[config.mk]
export PLATFORM = sky130hd
export DESIGN_NAME = pc_unit_flat
export DESIGN_NICKNAME = d
export VERILOG_FILES = /design/src/rtl/pc_unit_if.sv /design/src/rtl/pc_unit.sv /design/src/flat_wrapper.sv
export SDC_FILE = /design/constraint.sdc
export NUM_CORES = 1
export LEC_CHECK = 0
export BUFFER_PORTS_ARGS = -buffer_cell sky130_fd_sc_hd__clkbuf_2
export CAP_MARGIN = 20
export CORE_ASPECT_RATIO = 1.25
export CORE_MARGIN = 10
export CORE_UTILIZATION = 41
export DETAILED_ROUTE_END_ITERATION = 10
export HOLD_SLACK_MARGIN = 0.05
export PLACE_DENSITY = 0.94
export SYNTH_ARGS = -nofsm -noshare
export SYNTH_HDL_FRONTEND = slang
export SYNTH_SLANG_ARGS = --single-unit
[constraint.sdc]
create_clock -name clk -period 2.4 [get_ports clk]
set_input_delay 0.24 -clock clk [delete_from_list [all_inputs] [get_ports clk]]
set_output_delay 0.24 -clock clk [all_outputs]
set_load 0.02 [all_outputs]
[src/rtl/pc_unit_if.sv]
// Fetch-stage program-counter bundle: control inputs from the pipeline and PC/RAS status back.
// The master drives redirect/trap/return requests; the slave is the PC unit itself.
interface pc_unit_if #(
    parameter int XLEN      = 32,
    parameter int RAS_DEPTH = 4
);
    localparam int CNT_W = $clog2(RAS_DEPTH) + 1;

    logic             boot_valid;
    logic [XLEN-1:0]  pc_start;
    logic             stall;
    logic             trap_valid;
    logic [XLEN-1:0]  trap_vec;
    logic             redirect_valid;
    logic [XLEN-1:0]  redirect_target;
    logic             redirect_is_call;
    logic             ret_valid;
    logic [XLEN-1:0]  ret_addr_in;

    logic [XLEN-1:0]  pc_out;
    logic [XLEN-1:0]  pc_plus_inc;
    logic [XLEN-1:0]  pc_next;
    logic             misalign;
    logic [CNT_W-1:0] ras_count;
    logic             ras_miss;

    modport master (
        output boot_valid, pc_start, stall, trap_valid, trap_vec,
               redirect_valid, redirect_target, redirect_is_call,
               ret_valid, ret_addr_in,
        input  pc_out, pc_plus_inc, pc_next, misalign, ras_count, ras_miss
    );

    modport slave (
        input  boot_valid, pc_start, stall, trap_valid, trap_vec,
               redirect_valid, redirect_target, redirect_is_call,
               ret_valid, ret_addr_in,
        output pc_out, pc_plus_inc, pc_next, misalign, ras_count, ras_miss
    );
endinterface

[src/rtl/pc_unit.sv]
// Program-counter unit: prioritised next-PC selection with an optional circular return-address stack.
// Define PC_RAS_EN to build the RAS; otherwise every return uses the register-file address.
module pc_unit #(
    parameter int              XLEN      = 32,
    parameter int              INC       = 4,
    parameter logic [XLEN-1:0] RESET_VEC = '0,
    parameter int              RAS_DEPTH = 4
) (
    input logic      clk,
    input logic      rst_n,
    pc_unit_if.slave bus
);
    localparam int              PTR_W      = $clog2(RAS_DEPTH);
    localparam int              CNT_W      = PTR_W + 1;
    localparam logic [XLEN-1:0] INC_V      = XLEN'(INC);
    localparam logic [XLEN-1:0] ALIGN_MASK = XLEN'(INC - 1);

    logic [XLEN-1:0] pc_q;
    logic [XLEN-1:0] pc_d;
    logic [XLEN-1:0] pcPlusInc;
    logic            rasMiss_q;
    logic            rasMiss_d;
    logic            retWin;
    logic            doPush;
    logic            doPop;
    logic            rasHit;
    logic [XLEN-1:0] rasTop;

    assign pcPlusInc = pc_q + INC_V;

    // Boot and trap sit above everything, so a push or pop only happens when its source actually wins.
    always_comb begin
        pc_d   = pcPlusInc;
        doPush = 1'b0;
        doPop  = 1'b0;
        retWin = 1'b0;
        if (bus.boot_valid) begin
            pc_d = bus.pc_start;
        end else if (bus.trap_valid) begin
            pc_d = bus.trap_vec;
        end else if (bus.redirect_valid) begin
            pc_d   = bus.redirect_target;
            doPush = bus.redirect_is_call;
        end else if (bus.ret_valid) begin
            retWin = 1'b1;
            if (rasHit) begin
                pc_d  = rasTop;
                doPop = 1'b1;
            end else begin
                pc_d = bus.ret_addr_in;
            end
        end else if (bus.stall) begin
            pc_d = pc_q;
        end
    end

    assign rasMiss_d = retWin & ~rasHit;

    always_ff @(posedge clk or negedge rst_n) begin
        if (!rst_n) begin
            pc_q      <= RESET_VEC;
            rasMiss_q <= 1'b0;
        end else begin
            pc_q      <= pc_d;
            rasMiss_q <= rasMiss_d;
        end
    end

`ifdef PC_RAS_EN
    logic [XLEN-1:0]  rasMem [RAS_DEPTH];
    logic [PTR_W-1:0] rasPtr_q;
    logic [PTR_W-1:0] rasPtr_d;
    logic [CNT_W-1:0] rasCount_q;
    logic [CNT_W-1:0] rasCount_d;

    // rasPtr_q is the next free slot; wrapping it on overflow silently drops the oldest entry.
    assign rasHit = (rasCount_q != '0);
    assign rasTop = rasMem[rasPtr_q - PTR_W'(1)];

    always_comb begin
        rasPtr_d   = rasPtr_q;
        rasCount_d = rasCount_q;
        if (bus.boot_valid) begin
            rasCount_d = '0;
        end else if (doPush) begin
            rasPtr_d = rasPtr_q + PTR_W'(1);
            if (rasCount_q != CNT_W'(RAS_DEPTH)) begin
                rasCount_d = rasCount_q + CNT_W'(1);
            end
        end else if (doPop) begin
            rasPtr_d   = rasPtr_q - PTR_W'(1);
            rasCount_d = rasCount_q - CNT_W'(1);
        end
    end

    always_ff @(posedge clk or negedge rst_n) begin
        if (!rst_n) begin
            rasPtr_q   <= '0;
            rasCount_q <= '0;
        end else begin
            rasPtr_q   <= rasPtr_d;
            rasCount_q <= rasCount_d;
        end
    end

    always_ff @(posedge clk) begin
        if (doPush) begin
            rasMem[rasPtr_q] <= pcPlusInc;
        end
    end

    assign bus.ras_count = rasCount_q;
`else
    logic unused_ras;

    assign rasHit        = 1'b0;
    assign rasTop        = '0;
    assign bus.ras_count = '0;
    assign unused_ras    = doPush | doPop;
`endif

    assign bus.pc_out      = pc_q;
    assign bus.pc_plus_inc = pcPlusInc;
    assign bus.pc_next     = pc_d;
    assign bus.misalign    = |(pc_d & ALIGN_MASK);
    assign bus.ras_miss    = rasMiss_q;
endmodule

[src/flat_wrapper.sv]
// flat-port wrapper written by rule: the top's interface ports become plain ports
module pc_unit_flat 
#(
    parameter int              XLEN      = 32,
    parameter int              INC       = 4,
    parameter logic [XLEN-1:0] RESET_VEC = '0,
    parameter int              RAS_DEPTH = 4
)
  (clk, rst_n, bus_boot_valid, bus_pc_start, bus_stall, bus_trap_valid, bus_trap_vec, bus_redirect_valid, bus_redirect_target, bus_redirect_is_call, bus_ret_valid, bus_ret_addr_in, bus_pc_out, bus_pc_plus_inc, bus_pc_next, bus_misalign, bus_ras_count, bus_ras_miss);
  pc_unit_if #(.XLEN(XLEN), .RAS_DEPTH(RAS_DEPTH)) bus_i ();
  input logic clk;
  input logic rst_n;
  input wire logic [$bits(bus_i.boot_valid)-1:0] bus_boot_valid;
  input wire logic [$bits(bus_i.pc_start)-1:0] bus_pc_start;
  input wire logic [$bits(bus_i.stall)-1:0] bus_stall;
  input wire logic [$bits(bus_i.trap_valid)-1:0] bus_trap_valid;
  input wire logic [$bits(bus_i.trap_vec)-1:0] bus_trap_vec;
  input wire logic [$bits(bus_i.redirect_valid)-1:0] bus_redirect_valid;
  input wire logic [$bits(bus_i.redirect_target)-1:0] bus_redirect_target;
  input wire logic [$bits(bus_i.redirect_is_call)-1:0] bus_redirect_is_call;
  input wire logic [$bits(bus_i.ret_valid)-1:0] bus_ret_valid;
  input wire logic [$bits(bus_i.ret_addr_in)-1:0] bus_ret_addr_in;
  output wire logic [$bits(bus_i.pc_out)-1:0] bus_pc_out;
  output wire logic [$bits(bus_i.pc_plus_inc)-1:0] bus_pc_plus_inc;
  output wire logic [$bits(bus_i.pc_next)-1:0] bus_pc_next;
  output wire logic [$bits(bus_i.misalign)-1:0] bus_misalign;
  output wire logic [$bits(bus_i.ras_count)-1:0] bus_ras_count;
  output wire logic [$bits(bus_i.ras_miss)-1:0] bus_ras_miss;
  assign bus_i.boot_valid = bus_boot_valid;
  assign bus_i.pc_start = bus_pc_start;
  assign bus_i.stall = bus_stall;
  assign bus_i.trap_valid = bus_trap_valid;
  assign bus_i.trap_vec = bus_trap_vec;
  assign bus_i.redirect_valid = bus_redirect_valid;
  assign bus_i.redirect_target = bus_redirect_target;
  assign bus_i.redirect_is_call = bus_redirect_is_call;
  assign bus_i.ret_valid = bus_ret_valid;
  assign bus_i.ret_addr_in = bus_ret_addr_in;
  assign bus_pc_out = bus_i.pc_out;
  assign bus_pc_plus_inc = bus_i.pc_plus_inc;
  assign bus_pc_next = bus_i.pc_next;
  assign bus_misalign = bus_i.misalign;
  assign bus_ras_count = bus_i.ras_count;
  assign bus_ras_miss = bus_i.ras_miss;
  pc_unit #(.XLEN(XLEN), .INC(INC), .RESET_VEC(RESET_VEC), .RAS_DEPTH(RAS_DEPTH)) u_core (.clk(clk), .rst_n(rst_n), .bus(bus_i));
endmodule
==> results of run 1 <==
placed cells by master (no fill, tap or decap), types with 3 or more instances in the layout:
| master | synthesis | routed |
|---|---|---|
| clkbuf_2 | 1 | 211 |
| nand4_1 | 12 | 12 |
| nand2_1 | 49 | 45 |
| buf_4 | 5 | 68 |
| nor2b_1 | 4 | 4 |
| a31oi_1 | 5 | 4 |
| dfrtp_2 | 0 | 14 |
| dfrtp_1 | 33 | 19 |
| clkbuf_8 | 0 | 9 |
| inv_1 | 11 | 11 |
| mux2i_1 | 6 | 6 |
| nor2_1 | 31 | 27 |
| o211ai_1 | 3 | 3 |
| conb_1 | 1 | 3 |
| o21ai_1 | 3 | 5 |
| nand2_2 | 0 | 3 |
| a22oi_1 | 12 | 12 |
| a221oi_1 | 8 | 8 |
| xnor2_1 | 24 | 24 |
| a21oi_1 | 17 | 16 |
| o221ai_2 | 0 | 7 |
| o221ai_1 | 12 | 5 |
| nand4b_1 | 4 | 4 |
| nor3_1 | 8 | 4 |
| nand2b_1 | 3 | 3 |
| nand3_1 | 17 | 14 |
| a221o_1 | 7 | 7 |
| o22ai_1 | 9 | 9 |
| nor3_2 | 3 | 6 |
| xor2_1 | 26 | 24 |
| nor4_4 | 0 | 6 |
| nor2_2 | 0 | 4 |
| o21ai_0 | 32 | 29 |
| buf_6 | 0 | 4 |
cells by family after synthesis:
family | after synthesis
mux | 7
simple gates | 157
compound gates | 118
fa+ha+maj | 1
buf+inv | 46
other cells | 1
flops | 33
xor+xnor | 50
sequential cells by signal (all words and copies together), names as in the netlist:
signal               count
u_core.bus.ras_miss      1
u_core.bus.pc_out       32
worst max path at each step:
stage                              startpoint              end  slack [ns]  cells after the start
2_1_floorplan  u_core.bus.pc_out[2]$_DFF_PN0_  bus_pc_next[20]        0.02                      6
3_3_place_gp   u_core.bus.pc_out[2]$_DFF_PN0_  bus_pc_next[18]        0.17                      7
3_5_place_dp   u_core.bus.pc_out[2]$_DFF_PN0_  bus_pc_next[18]        0.07                      7
4_1_cts        u_core.bus.pc_out[3]$_DFF_PN0_  bus_pc_next[18]       -0.09                      7
5_1_grt        u_core.bus.pc_out[2]$_DFF_PN0_  bus_pc_next[23]       -0.16                      7
6_report       u_core.bus.pc_out[3]$_DFF_PN0_  bus_pc_next[18]       -0.09                      7
cells in the mapped netlist, types with 2 or more instances:
| cell | n |
|---|---|
| buf_4 | 5 |
| a31oi_1 | 5 |
| inv_1 | 11 |
| nand4_4 | 2 |
| o211ai_1 | 3 |
| nor4_1 | 4 |
| nand2_1 | 49 |
| a21oi_1 | 17 |
| mux2i_1 | 6 |
| nor3b_1 | 2 |
| o21ai_1 | 3 |
| a221oi_1 | 8 |
| nor2b_1 | 4 |
| or2_1 | 2 |
| o21ai_0 | 32 |
| or3_1 | 3 |
| o22ai_1 | 9 |
| nand2b_1 | 3 |
| nand4_1 | 12 |
| nand4b_1 | 4 |
| clkbuf_1 | 21 |
| nor3_1 | 8 |
| nand3_1 | 17 |
| xnor2_1 | 24 |
| nor2_1 | 31 |
| nor3_2 | 3 |
| and3_1 | 2 |
| a221o_1 | 7 |
| buf_1 | 2 |
| o31ai_1 | 2 |
| buf_2 | 5 |
| o221ai_1 | 12 |
| a22oi_1 | 12 |
| dfrtp_1 | 33 |
| nor4_2 | 4 |
| xor2_1 | 26 |
power by group through the flow:
stage | sequential, mW | clock [mW] | combinational (mW)
3_5_place_dp | 0.707 | 0 | 1.00
4_1_cts | 0.702 | 0.451 | 1.07
3_3_place_gp | 0.703 | 0 | 0.983
6_report | 0.709 | 0.451 | 1.16
5_1_grt | 0.716 | 0.476 | 1.24
2_1_floorplan | 0.747 | 0 | 0.520
layer usage:
layer / up-vias / GRT usage (%)
li1: 2051 / -
met1: 2152 / 27.67
met2: 325 / 44.60
met3: 69 / 7.051
met4: 0 / 10.95
met5: - / 0
critical path: stages, from the launching register on:
cell      delay, ns
dfrtp_1        0.41
ha_4           0.18
nand3_4        0.10
or4_4          0.59
o31a_1         0.27
o21ai_2        0.14
a21oi_2        0.09
clkbuf_8       0.19
layout make-up:
cell class / count / area, sq um
timing repair buffer: 290 / 1690
inverter: 12 / 45.04
clock buffer: 7 / 86.33
fill: 592 / 2220
sequential: 33 / 843.3
multi-input combinational: 336 / 2445
tap: 92 / 115.1
what timing repair did:
item / 4_1_cts / 5_1_grt
buffers inserted: 13 / 17
gates resized for setup: 48 / 60
setup endpoints to repair: 29 / 31
pin swaps: 11 / 18
endpoints found under the hold margin: 0 / 0
==> impl_metrics.yaml, run 1 <==
pwr:
  p_clk_share_pct: 19.4
  swShare_pct: 43.87
  combPwrFrac_pct: 50.0
  p_per_area_nw_per_um2: 444.6
  p_int_mw: 1.304
  ir_worst_vdd_uv: 217.3
  power_leakage_nw: 2.477
  seq_power_share_pct: 30.5
  switching_power_mw: 1.019
  power_mw: 2.323
critical_path:
  rr_endpoint: "u_core.bus.pc_out[20]$_DFF_PN0_"
  endpoint_kind: "output port"
  crit_arrival_ns: 2.25
  cp-start-kind: "flip-flop"
  crit_type: "reg2out"
  reg2reg_depth: 7
  reg2reg_from: "u_core.bus.pc_out[3]$_DFF_PN0_"
  required_ns: 2.16
  r2r_slack_ns: 0.45
  critPathMaxFanout: 4
synth:
  synth_edf_count: 0
  async_reset_ff_share_pct: 100.0
  synth-compound-area-share_pct: 24.78
  synth_flop_cell: "dfrtp_1"
  synth.area.top_cells: "dfrtp_1 (26%), xor2_1 (7.2%), xnor2_1 (6.6%)"
  syn_area_sq_um: 3181
  synth_top_family_by_area: "simple AND/OR/NAND/NOR gates"
  yosys_warnings: 0
  ys_types: 56
  postSynthCellCount: 413
  synth-seq-area-share_pct: 25.96
  yosys.area_share.adder_pct: 0.3934
  synth-seq-cells: 33
  synth_mux_area_share_pct: 2.242
  yosysTopAreaCell: "dfrtp_1"
  synth-xor-area-share_pct: 13.77
  synth_top_area_share_pct: 25.96
  synth_area_per_cell_sq_um: 7.701
  synth-simple-area-share_pct: 26.48
global_route:
  grt_usage_pct: 25.44
  grt-ovfl-total: 0
  grt_max_degree: 34
  grt_pass1_wl_um: 24640
  grt_pass1_vias: 4677
  antenna_found_initial: 0
cts:
  cts_made_buffers: 5
  tritoncts: "yes"
  cts.path.max_buffers: 2
  clk_pin_slew_ns: 0.08
  cts_max_level: 2
  clk_latency_ns: 0.29
  cts_sinks: 33
  clockRootBuffer: "clkbuf_8"
  holdBufCountCts: 0
placed_design:
  place_congestion: 0.9821
  place_area_sq_um: 4543
  dp.final_hpwl_um: 12860
  place.port_buffers: 232
  dp.cells: 733
  place_ws_ns: 0.06982
floorplanning:
  core_area_sq_um: 7445
  die_area_sq_um: 11700
  num_io_pins: 237
  die_h_um: 118.5
  fp.dieW_um: 98.78
  std_cell_rows: 35
  initial_core_util_pct: 42.72
drt:
  wirelength_um: 16840
  vias_per_cell: 5.970
  drt-initial-drc-count: 436
  dr.pass1.iters: 5
  via_count: 4597
  drcViolationCount: 0
  routed-wl-met3_um: 1632
  ant_nets: 0
  highest_layer: "met4"
  wl_met2_um: 8548
  wire_per_inst_um: 21.87
  wl_met1_um: 5891
finish:
  fin_nets: 815
  layout.cells.non_filler: 770
  drive_gt1_share_pct: 53.83
  final_util_pct: 70.18
  insertedDiodeCount: 0
  final_cell_area_sq_um: 5225
  area_growth_pct: 64.28
status:
  outcome: "finished, violations left"
  violations: "negative setup slack"
sta:
  clock_skew_ns: 0.004433
  setup_violations: 7
  rsz0062_at_grt: "yes"
  post-route-min-period_ns: 2.485
  worst_slack_ns: -0.08527
  hold-worst-slack_ns: 0.06989
  min_period_over_period_pct: 103.6
  max_slew_margin_pct: 37.34
  hold_violations: 0
  tns_ns: -0.2709
  tightest_slew_ns: 0.9400
  fmax_mhz: 402.4
  maxSlewViolCount: 0
run:
  maxCapViolCount: 0
hold_path:
  hold_class: "in2async"
No activity file was read; power rests on OpenSTA's default activity.
==> inputs of run 2 (changes only) <==
--- a/config.mk
+++ b/config.mk
@@ -13,6 +13,8 @@
 export DETAILED_ROUTE_END_ITERATION = 10
 export HOLD_SLACK_MARGIN = 0.05
 export PLACE_DENSITY = 0.94
+export RECOVER_POWER = 50
+export SKIP_CTS_REPAIR_TIMING = 1
 export SYNTH_ARGS = -nofsm -noshare
 export SYNTH_HDL_FRONTEND = slang
 export SYNTH_SLANG_ARGS = --single-unit
==> impl_metrics.yaml, run 2 (synthesis results as in run 1) <==
hold_path:
  min-delay-start: "bus_pc_start[24]"
  holdPathEnd: "u_core.bus.pc_out[24]$_DFF_PN0_"
  hold_class: "in2reg"
  hold_depth: 3
sta:
  max_slew_margin_pct: -29.36
  worst_slack_ns: -0.1707
  hold-worst-slack_ns: 0.1953
  hold_violations: 0
  post-route-min-period_ns: 2.571
  setup_violations: 8
  tightest_slew_ns: 1.940
  min_period_over_period_pct: 107.1
  clock_skew_ns: 0.004487
  rsz0062_at_grt: "yes"
  fmax_mhz: 389.0
  maxSlewViolCount: 34
finish:
  insertedDiodeCount: 0
  layout_commonest_cell: "clkbuf_2"
  largest_reg_flops: 32
  area_growth_pct: 61.88
  layout_common_cells: "clkbuf_2 (200), buf_4 (60), nand2_1 (45)"
  layout.cells.non_filler: 762
  fin_nets: 807
  final_util_pct: 69.16
  final_cell_area_sq_um: 5149
  drive_gt1_share_pct: 51.64
  n_fill_cell: 604
critical_path:
  reg2reg_from: "u_core.bus.pc_out[3]$_DFF_PN0_"
  required_ns: 2.16
  cp-start-kind: "flip-flop"
  critPathMaxFanout: 4
  crit_arrival_ns: 2.33
  reg2reg_depth: 7
  rr_endpoint: "u_core.bus.pc_out[20]$_DFF_PN0_"
  endpoint_kind: "output port"
  crit_type: "reg2out"
  r2r_slack_ns: 0.39
floorplanning:
  die_area_sq_um: 11700
  std_cell_rows: 35
  num_io_pins: 237
  core_area_sq_um: 7445
  initial_core_util_pct: 42.72
  fp.dieW_um: 98.78
  die_h_um: 118.5
cts:
  tritoncts: "yes"
  clk_latency_ns: 0.29
  cts_max_level: 2
  cts_made_buffers: 5
  clockRootBuffer: "clkbuf_8"
  cts.path.max_buffers: 2
  clk_pin_slew_ns: 0.07
  cts_sinks: 33
placed_design:
  dp.final_hpwl_um: 12860
  place_area_sq_um: 4543
  place.port_buffers: 232
  dp.cells: 733
  place_congestion: 0.9821
pwr:
  power_mw: 2.285
  p_per_area_nw_per_um2: 443.8
  ir_worst_vdd_uv: 217.8
  power_leakage_nw: 2.412
global_route:
  grt_pass1_wl_um: 23720
  grt-ovfl-total: 0
  grt_max_degree: 34
  antenna_found_initial: 0
  grt_pass1_vias: 4557
  grt_usage_pct: 24.55
drt:
  vias_per_cell: 5.932
  ant_nets: 0
  wire_per_inst_um: 21.73
  via_count: 4520
  wirelength_um: 16560
  drt-initial-drc-count: 377
  dr.pass1.iters: 6
  drcViolationCount: 0
status:
  violations: "max-capacitance violations, max-slew violations, negative setup slack"
  outcome: "finished, violations left"
run:
  maxCapViolCount: 1
[run 2: through the flow]
stage | TNS (ns) | worst slack (ns)
4_1_cts | -3.036 | -0.2550
3_5_place_dp | 0 | 0.06982
5_1_grt | -2.265 | -0.2432
6_report | -0.6410 | -0.1707
3_3_place_gp | 0 | 0.1671
2_1_floorplan | 0 | 0.01905
[run 2: cell type report]
cell class / instances / area, sq um / share of cell area (%)
Multi-Input combinational cell: 336 / 2462 / 47.82
Timing Repair Buffer: 282 / 1599 / 31.06
Sequential cell: 33 / 840.8 / 16.33
Tap cell: 92 / 115.1 / 2.236
Clock buffer: 7 / 86.33 / 1.677
Inverter: 12 / 45.04 / 0.8748
[run 2: worst max-delay path by stage]
stage / start / end / slack, ns / cells after the start
floorplan: u_core.bus.pc_out[2]$_DFF_PN0_ / bus_pc_next[20] / 0.02 / 6
global placement: u_core.bus.pc_out[2]$_DFF_PN0_ / bus_pc_next[18] / 0.17 / 7
detailed placement: u_core.bus.pc_out[2]$_DFF_PN0_ / bus_pc_next[18] / 0.07 / 7
CTS: u_core.bus.pc_out[2]$_DFF_PN0_ / bus_pc_next[18] / -0.25 / 7
global route: u_core.bus.pc_out[21]$_DFF_PN0_ / bus_pc_plus_inc[30] / -0.24 / 6
finish: u_core.bus.pc_out[3]$_DFF_PN0_ / bus_pc_next[16] / -0.17 / 7
[run 2: critical path: stages, from the launching register on]
cell and delay (ns):
dfrtp_1 0.41, ha_4 0.19, and3_2 0.24, nand4_1 0.15
o31ai_1 0.41, a31oi_2 0.17, a221o_1 0.31, buf_4 0.17
[run 2: routing by layer]
metal	part of all wire [%]	wire (um)	global-route usage, %
met1	35	5877	27.00
met2	51	8434	42.65
met3	9.3	1538	7.226
met4	4.3	704	9.964
met5	0	0	0
[run 2: power breakdown]
group          leakage, nW  switching (mW)  internal (mW)  total, mW
Combinational         1.99           0.694          0.439       1.13
Sequential           0.378          0.0949          0.613      0.708
Clock               0.0443           0.216          0.228      0.444
==> inputs of run 3 (changes only) <==
--- a/config.mk
+++ b/config.mk
@@ -9,10 +9,10 @@
 export CAP_MARGIN = 20
 export CORE_ASPECT_RATIO = 1.25
 export CORE_MARGIN = 10
-export CORE_UTILIZATION = 41
+export CORE_UTILIZATION = 45
 export DETAILED_ROUTE_END_ITERATION = 10
 export HOLD_SLACK_MARGIN = 0.05
-export PLACE_DENSITY = 0.94
+export PLACE_DENSITY = 0.95
 export RECOVER_POWER = 50
 export SKIP_CTS_REPAIR_TIMING = 1
 export SYNTH_ARGS = -nofsm -noshare
==> constraint.sdc (replaced) <==
create_clock -name clk -period 3 [get_ports clk]
set_input_delay 0.3 -clock clk [delete_from_list [all_inputs] [get_ports clk]]
set_output_delay 0.3 -clock clk [all_outputs]
set_load 0.02 [all_outputs]
==> impl_metrics.yaml, run 3 (synthesis results as in run 1) <==
run:
  maxCapViolCount: 1
cts:
  tritoncts: "yes"
  clk_latency_ns: 0.29
  cts_made_buffers: 5
  clockRootBuffer: "clkbuf_8"
  cts_sinks: 33
  cts_max_level: 2
  clk_pin_slew_ns: 0.07
  cts.path.max_buffers: 2
sta:
  max_slew_margin_pct: -32.24
  tightest_slew_ns: 1.984
  setup_violations: 0
  clock_skew_ns: 0.005954
  tns_ns: 0
  post-route-min-period_ns: 2.880
  min_period_over_period_pct: 96.00
  rsz0062_at_grt: "no"
  hold_violations: 0
  fmax_mhz: 347.2
  maxSlewViolCount: 34
critical_path:
  critPathMaxFanout: 6
  crit_chain: "ha_1, nand3_1, or4_4, nor4_1, o21ai_1, a21oi_1, clkbuf_2"
  worst_path_max_delay_cell: "or4_4"
  crit_family: "simple AND/OR/NAND/NOR gates"
  critPathMaxStageDelay_ns: 0.61
  cp_num_buf_inv: 1
  crit_type: "reg2out"
  crit_arrival_ns: 2.58
  endpoint_kind: "output port"
  cp-start-kind: "flip-flop"
  required_ns: 2.70
global_route:
  grt_usage_pct: 26.64
  antenna_found_initial: 0
  grt-ovfl-total: 0
  grt_max_degree: 42
  grt_pass1_vias: 4424
  grt_pass1_wl_um: 22920
floorplanning:
  std_cell_rows: 34
  initial_core_util_pct: 45.87
  fp.dieW_um: 95.20
  die_area_sq_um: 10850
  num_io_pins: 237
  die_h_um: 114.0
  core_area_sq_um: 6934
pwr:
  p_per_area_nw_per_um2: 378.7
  ir_worst_vdd_uv: 214.0
  power_leakage_nw: 2.035
drt:
  vias_per_cell: 5.823
  drt-initial-drc-count: 361
  dr.pass1.iters: 5
  via_count: 4216
  wirelength_um: 15300
  wire_per_inst_um: 21.13
  drcViolationCount: 0
  ant_nets: 0
finish:
  area_growth_pct: 39.73
  largest_reg_flops: 32
  n_fill_cell: 642
  layout_commonest_cell: "clkbuf_2"
  insertedDiodeCount: 0
  fin_nets: 771
  final_util_pct: 64.09
  layout_common_cells: "clkbuf_2 (193), nand2_1 (49), clkbuf_1 (42)"
  drive_gt1_share_pct: 35.65
placed_design:
  dp.final_hpwl_um: 12420
  place.port_buffers: 232
  place_congestion: 0.9624
status:
  violations: "max-capacitance violations, max-slew violations"
  outcome: "finished, violations left"
hold_path:
  hold_class: "in2reg"
run 3: metal layers:
layer | routed length, um | track usage, % | vias up
li1 | - | - | 1967
met1 | 5592 | 28.84 | 1941
met2 | 7609 | 46.38 | 271
met5 | 0 | 0 | -
met3 | 1618 | 7.627 | 37
met4 | 475 | 12.00 | 0
run 3: metrics by stage:
stage	power, mW	area, sq um	cells	worst slack [ns]	hold slack [ns]
global placement	1.326	4413	717	0.4962	0.4575
CTS	1.700	4499	724	0.05529	0.1582
global route	1.763	4444	724	0.002538	0.2595
finish	1.683	4444	724	0.1201	0.2504
floorplan	1.010	3188	415	0.3709	0.004409
detailed placement	1.342	4413	717	0.3856	0.4748
run 3: final cells by class:
cell class	instances	area, sq um	area share, %
Clock buffer	7	86.33	1.943
Inverter	12	45.04	1.014
Multi-Input combinational cell	336	2163	48.68
Sequential cell	33	827.0	18.61
Tap cell	90	112.6	2.534
Timing Repair Buffer	246	1210	27.22
run 3: worst paths after layout:
kind                                            startpoint                               to  slack [ns]  depth (start not counted)
min in group asynchronous                            rst_n  u_core.bus.pc_out[19]$_DFF_PN0_        0.56                          1
setup reg to reg            u_core.bus.pc_out[2]$_DFF_PN0_  u_core.bus.pc_out[18]$_DFF_PN0_        0.84                          6
setup / recovery            u_core.bus.pc_out[2]$_DFF_PN0_                  bus_pc_next[18]        0.12                          7
hold / removal                            bus_pc_start[28]  u_core.bus.pc_out[28]$_DFF_PN0_        0.25                          3
hold reg to reg            u_core.bus.pc_out[31]$_DFF_PN0_  u_core.bus.pc_out[31]$_DFF_PN0_        0.75                          2
max in group asynchronous                            rst_n   u_core.bus.pc_out[2]$_DFF_PN0_        1.16                          1
run 3: report_power, final:
group	leakage [nW]	internal [mW]	switching [mW]	total (mW)
clock network	0.0443	0.182	0.176	0.359
registers	0.389	0.487	0.0915	0.579
logic	1.60	0.264	0.482	0.746
run 3: tightest hold or removal path, delay by kind of cell:
| kind | cells | cell delay (ns) |
|---|---|---|
| AOI/OAI and AO/OA | 1 | 0.08 |
| buffers and inverters | 1 | 0.07 |
| and+or+nand+nor | 1 | 0.05 |
